===== src/rtl/qr_fixed_pkg.sv =====
// Shared fixed-point widths, FSM state codes and o_err bit positions for the QR inner-product path.
// Defaults describe Q2.17 terms and Q4.15 results accumulated over up to 16 terms.
package qr_fixed_pkg;

  localparam int QF_I_WIDE = 20;
  localparam int QF_I_INT  = 2;
  localparam int QF_O_WIDE = 20;
  localparam int QF_O_INT  = 4;
  localparam int QF_N_MAX  = 16;

  localparam int I_FRAC = QF_I_WIDE - 1 - QF_I_INT;
  localparam int O_FRAC = QF_O_WIDE - 1 - QF_O_INT;
  localparam int ACC_W  = QF_I_WIDE + $clog2(QF_N_MAX);
  localparam int SHIFT  = I_FRAC - O_FRAC;

  typedef logic [1:0] acc_state_t;
  localparam acc_state_t ST_IDLE = 2'd0;
  localparam acc_state_t ST_ACC  = 2'd1;
  localparam acc_state_t ST_DONE = 2'd2;

  localparam int ERR_DROP  = 0;
  localparam int ERR_FORCE = 1;

endpackage


===== src/rtl/cplx_round_narrow.sv =====
// Round-half-up, shift out SHIFT fraction bits and narrow one accumulator component to O_WIDE.
// CPLX_ACC_SAT_EN selects saturation on narrowing; otherwise the MSBs are dropped (wrap).
module cplx_round_narrow #(
  parameter int ACC_W  = 24,
  parameter int O_WIDE = 20,
  parameter int SHIFT  = 2
) (
  input  logic [ACC_W-1:0]  acc,
  output logic [O_WIDE-1:0] q
);

  localparam int W = ACC_W + 1;

  // One extra bit so the rounding increment can never wrap the accumulator's top value.
  logic signed [W-1:0] ext;
  logic signed [W-1:0] rnd;
  logic signed [W-1:0] shr;

  assign ext = {acc[ACC_W-1], acc};
  assign rnd = ext + (W'(1) << (SHIFT - 1));
  assign shr = rnd >>> SHIFT;

`ifdef CPLX_ACC_SAT_EN
  logic ovf;
  // Representable iff every bit above the O_WIDE sign bit equals the sign.
  assign ovf = (shr[W-1:O_WIDE-1] != {(W-O_WIDE+1){shr[W-1]}});
  assign q   = !ovf       ? shr[O_WIDE-1:0] :
               shr[W-1]   ? {1'b1, {(O_WIDE-1){1'b0}}} :
                            {1'b0, {(O_WIDE-1){1'b1}}};
`else
  logic unused_hi;
  assign unused_hi = ^shr[W-1:O_WIDE];
  assign q         = shr[O_WIDE-1:0];
`endif

endmodule


===== src/rtl/complex_inner_acc.sv =====
// Accumulates complex product terms into one inner product, re-quantises it and offers it on valid/ready.
// Never stalls its input; beats arriving while a result is held are dropped and flagged. CPLX_ACC_SAT_EN selects saturating output.
module complex_inner_acc
  import qr_fixed_pkg::*;
#(
  parameter int I_WIDE = QF_I_WIDE,
  parameter int I_INT  = QF_I_INT,
  parameter int O_WIDE = QF_O_WIDE,
  parameter int O_INT  = QF_O_INT,
  parameter int N_MAX  = QF_N_MAX
) (
  input  logic                       i_clk,
  input  logic                       i_rst_n,
  input  logic                       i_valid,
  input  logic                       i_last,
  input  logic [I_WIDE-1:0]          i_re,
  input  logic [I_WIDE-1:0]          i_im,
  input  logic                       i_err_clr,
  input  logic                       i_ready,
  output logic                       o_valid,
  output logic [O_WIDE-1:0]          o_re,
  output logic [O_WIDE-1:0]          o_im,
  output logic [$clog2(N_MAX+1)-1:0] o_count,
  output logic [1:0]                 o_err
);

  localparam int L_I_FRAC = I_WIDE - 1 - I_INT;
  localparam int L_O_FRAC = O_WIDE - 1 - O_INT;
  localparam int L_ACC_W  = I_WIDE + $clog2(N_MAX);
  localparam int L_SHIFT  = L_I_FRAC - L_O_FRAC;
  localparam int CNT_W    = $clog2(N_MAX + 1);

  acc_state_t         st;
  logic [L_ACC_W-1:0] acc_re, acc_im;
  logic [L_ACC_W-1:0] term_re, term_im;
  logic [CNT_W-1:0]   cnt, cnt_inc;
  logic [1:0]         err, err_set;
  logic               at_max;

  assign term_re = {{(L_ACC_W-I_WIDE){i_re[I_WIDE-1]}}, i_re};
  assign term_im = {{(L_ACC_W-I_WIDE){i_im[I_WIDE-1]}}, i_im};
  assign cnt_inc = cnt + CNT_W'(1);
  assign at_max  = (cnt_inc == CNT_W'(N_MAX));

  always_comb begin
    err_set = '0;
    if (st == ST_DONE && i_valid && !i_ready) err_set[ERR_DROP] = 1'b1;
    if (st == ST_ACC && i_valid && !i_last && at_max) err_set[ERR_FORCE] = 1'b1;
  end

  always_ff @(posedge i_clk or negedge i_rst_n) begin
    if (!i_rst_n) begin
      st     <= ST_IDLE;
      acc_re <= '0;
      acc_im <= '0;
      cnt    <= '0;
      err    <= '0;
    end else begin
      // A set event in the same cycle as a clear must survive.
      err <= (i_err_clr ? 2'b00 : err) | err_set;
      case (st)
        ST_IDLE: if (i_valid) begin
          acc_re <= term_re;
          acc_im <= term_im;
          cnt    <= CNT_W'(1);
          st     <= i_last ? ST_DONE : ST_ACC;
        end
        ST_ACC: if (i_valid) begin
          acc_re <= acc_re + term_re;
          acc_im <= acc_im + term_im;
          cnt    <= cnt_inc;
          if (i_last || at_max) st <= ST_DONE;
        end
        ST_DONE: if (i_ready) begin
          // Consuming and starting the next sum in the same cycle keeps the stream bubble-free.
          if (i_valid) begin
            acc_re <= term_re;
            acc_im <= term_im;
            cnt    <= CNT_W'(1);
            st     <= i_last ? ST_DONE : ST_ACC;
          end else begin
            st <= ST_IDLE;
          end
        end
        default: st <= ST_IDLE;
      endcase
    end
  end

  cplx_round_narrow #(.ACC_W(L_ACC_W), .O_WIDE(O_WIDE), .SHIFT(L_SHIFT)) u_rn_re (
    .acc (acc_re),
    .q   (o_re)
  );

  cplx_round_narrow #(.ACC_W(L_ACC_W), .O_WIDE(O_WIDE), .SHIFT(L_SHIFT)) u_rn_im (
    .acc (acc_im),
    .q   (o_im)
  );

  assign o_valid = (st == ST_DONE);
  assign o_count = cnt;
  assign o_err   = err;

endmodule


===== config.mk =====
export PLATFORM = sky130hd
export DESIGN_NAME = complex_inner_acc
export DESIGN_NICKNAME = d
export VERILOG_FILES = /design/src/rtl/qr_fixed_pkg.sv /design/src/rtl/cplx_round_narrow.sv /design/src/rtl/complex_inner_acc.sv
export SDC_FILE = /design/constraint.sdc
export NUM_CORES = 1
export LEC_CHECK = 0
export CAP_MARGIN = 25
export CORE_MARGIN = 8
export CORE_UTILIZATION = 55
export CTS_CLUSTER_DIAMETER = 120
export CTS_CLUSTER_SIZE = 30
export DETAILED_ROUTE_END_ITERATION = 6
export DONT_BUFFER_PORTS = 1
export PLACE_DENSITY = 0.7
export REMOVE_ABC_BUFFERS = 1
export SYNTH_ARGS = -nofsm -noshare
export SYNTH_HDL_FRONTEND = slang
export SYNTH_HIERARCHICAL = 1
export SYNTH_SLANG_ARGS = --single-unit

===== constraint.sdc =====
create_clock -name i_clk -period 4.8 [get_ports i_clk]
set_input_delay 0.96 -clock i_clk [delete_from_list [all_inputs] [get_ports i_clk]]
set_output_delay 0.96 -clock i_clk [all_outputs]
set_load 0.01 [all_outputs]

==> results.sh <==
export IMPL_drcViolationCount=0
export IMPL_timing_critical_path_cells="nand3_1, nor3_1, nand3_1, xnor2_1"
export IMPL_syn_avg_cell_area_sq_um=8.03
export IMPL_rd_place_congestion=0.933
export IMPL_core_region_area_sq_um=9240
export IMPL_clock_transition_time_at_the_flip_flop_clock_pins_of_the_worst_setup_and_hold_paths_ns=0.11
export IMPL_number_of_search_and_repair_iterations_in_the_first_detailed_routing_pass=5
export IMPL_crit_path_slowest_cell="sky130_fd_sc_hd__nor3_1"
export IMPL_grt_max_degree=54
export IMPL_worst_slew_pin_transition_ns=0.999
export IMPL_critical_path_max_fanout=7
export IMPL_initial_utilization_pct=56.7
export IMPL_area_growth_synth_to_final_pct=4.25
export IMPL_setup_slack_placement_ns=1.47
export IMPL_clock_skew_ns=0.00777
export IMPL_grt_pass1_vias=4684
export IMPL_post_cts_buffers=0
export IMPL_detail_route_iter0_violations=302
export IMPL_wire_per_inst_microns=18.6
export IMPL_postCtsHoldBufs=0
export IMPL_total_setup_violations_reported_at_the_end_of_the_flow=0
export IMPL_clock_buffers_created_by_tritoncts=5
export IMPL_grt_first_pass_wirelength_mm=23.0
export IMPL_p_leak_nw=2.29
export IMPL_rsz0062_at_grt="no"
export IMPL_ctsResizeCount=0
export IMPL_via_count=4853
export IMPL_die_height_microns=114
export IMPL_drive_above_1_share_pct=5.63
export IMPL_synthCells=652
export IMPL_number_of_port_buffers=0
export IMPL_finalWorstSetupSlack_ns=1.47
export IMPL_final_hold_viol_count=0
export IMPL_instances_no_fill=769
export IMPL_cts_sink_count=53
export IMPL_timing_critical_path_required_ns=3.84
export IMPL_peakVddDrop_uv=245
export IMPL_critPathTopFamily="simple AND/OR/NAND/NOR gates"
export IMPL_diodes=0
export IMPL_drt_vias_per_instance=6.31
export IMPL_place_detailed_hpwl_mm=10.7
export IMPL_ant_nets=0
export IMPL_top_level_ports=94
export IMPL_crit_arrival_ns=2.37
export IMPL_route_final_wire_length_mm=14.3
export IMPL_min_path_type="in -> async"
export IMPL_synth_warnings=6
export IMPL_fin_crit_ns=3.33
export IMPL_synth_cell_area_sq_um=5240
export IMPL_nets=734
export IMPL_power_per_cell_area_nw_per_um2=520
export IMPL_timing_worst_setup_path_type="reg -> out"
export IMPL_timing_critical_path_buf_inv=0
export IMPL_row_count=35
export IMPL_cpPeakStageDelay_ns=0.82
export IMPL_clkLatencyLatePin_ns=0.31
export IMPL_timing_slew_headroom_pct=33.4
export IMPL_worstSetupEndpointType="output port"
export IMPL_cts_htree_levels=2
export IMPL_totalNegativeSetupSlack_ns=0
export IMPL_holdWs_ns=0.326
export IMPL_chipWidth_microns=114
export IMPL_antenna_violations_before_repair=0
export IMPL_clock_fmax_mhz=301
export IMPL_path_common_cell="sky130_fd_sc_hd__nand3_1"
export IMPL_clock_root_buffer="sky130_fd_sc_hd__clkbuf_8"
export IMPL_kind_of_launch_point_of_the_worst_setup_path="flop"
export IMPL_status="complete, no violations"
export IMPL_cts_root_to_sink_buffers=2
export IMPL_placedCellCount=761
export IMPL_maxCapViolations=0
export IMPL_grt_overflow=0
export IMPL_clock_tree_from_tritoncts="yes"
export IMPL_timing_max_transition_violations_final=0
export IMPL_die_area_sq_um=12900
export IMPL_layout_worst_path_cycle_share_pct=69.3
export IMPL_globalRouteTotalUtil_pct=21.7
-- power breakdown --
part / switching (mW) / leakage, nW / internal [mW]
clock network: 0.169 / 0.0574 / 0.170
registers: 0.239 / 0.630 / 0.584
logic: 0.972 / 1.61 / 0.704
total: 1.38 / 2.29 / 1.46
-- final cells by class --
class                   instances  area, sq um
multi-input cells             551         3730
clock inverters                 2         37.5
fillers                       849         3780
well taps                     129          161
clock buffers                   6         82.6
flip-flops and latches         53         1330
repair buffers                  4         30.0
inverters                      24         90.1
-- metrics by stage --
| step | util, % | power (mW) | cell area [sq um] |
|---|---|---|---|
| after global placement | 57.8 | 2.45 | 5340 |
| after floorplan | - | 2.14 | 5140 |
| final | 59.1 | 2.84 | 5460 |
| after CTS | 59.1 | 2.83 | 5460 |
| after global routing | 59.1 | 3.07 | 5460 |
| after detailed placement | 57.8 | 2.49 | 5340 |
-- per-layer routing --
| metal | part of all wire, % | global-route usage (%) | routed length [microns] |
|---|---|---|---|
| met5 | 0 | 0 | 0 |
| met4 | 2.7 | 8.26 | 380 |
| met3 | 6.9 | 5.02 | 985 |
| met2 | 49 | 39.3 | 7010 |
| met1 | 41 | 24.1 | 5900 |
-- worst paths after layout --
check	depth (start not counted)	slack, ns	from	end
worst max-delay path	4	1.47	acc_im[6]	o_im[14]
worst max register to register	11	2.04	acc_im[0]	acc_im[16]
max in group asynchronous	0	4.35	i_rst_n	o_err[0]
worst min register to register	2	0.57	acc_re[0]	acc_re[0]
worst min-delay path	0	0.33	i_rst_n	acc_im[13]
min in group i_clk	2	0.57	acc_re[0]	acc_re[0]
-- layout by cell type, fill, tap and decap left out, drive strengths merged, types with 4 or more instances in the layout --
cell,count
nand3b,4
xnor2,47
dfrtp,53
buf,4
a31oi,9
clkbuf,6
nor3,14
o21bai,4
or3,13
o21a,5
o21ai,59
o22ai,24
nor2,45
inv,23
o211ai,7
a21o,17
nand2,66
and3,12
a211oi,8
xor2,25
a21oi,55
nand2b,6
nand3,32
nand4,9
ha,47
-- registers in the layout (all words and copies together) (netlist names) --
name	count
o_count	5
st	2
o_err	2
acc_im	22
acc_re	22
-- worst reg2reg max path, cell delays in order (launching register included) --
cell and delay, ns:
sky130_fd_sc_hd__dfrtp_1 0.37, sky130_fd_sc_hd__ha_1 0.22, sky130_fd_sc_hd__inv_1 0.07, sky130_fd_sc_hd__fa_1 0.37, sky130_fd_sc_hd__nand2b_1 0.19, sky130_fd_sc_hd__a21oi_1 0.41
sky130_fd_sc_hd__a2111oi_4 0.16, sky130_fd_sc_hd__o31ai_4 0.35, sky130_fd_sc_hd__a21oi_1 0.11, sky130_fd_sc_hd__o21bai_1 0.16, sky130_fd_sc_hd__xnor2_1 0.14, sky130_fd_sc_hd__a21oi_1 0.09
No activity file was read; power rests on OpenSTA's default activity.
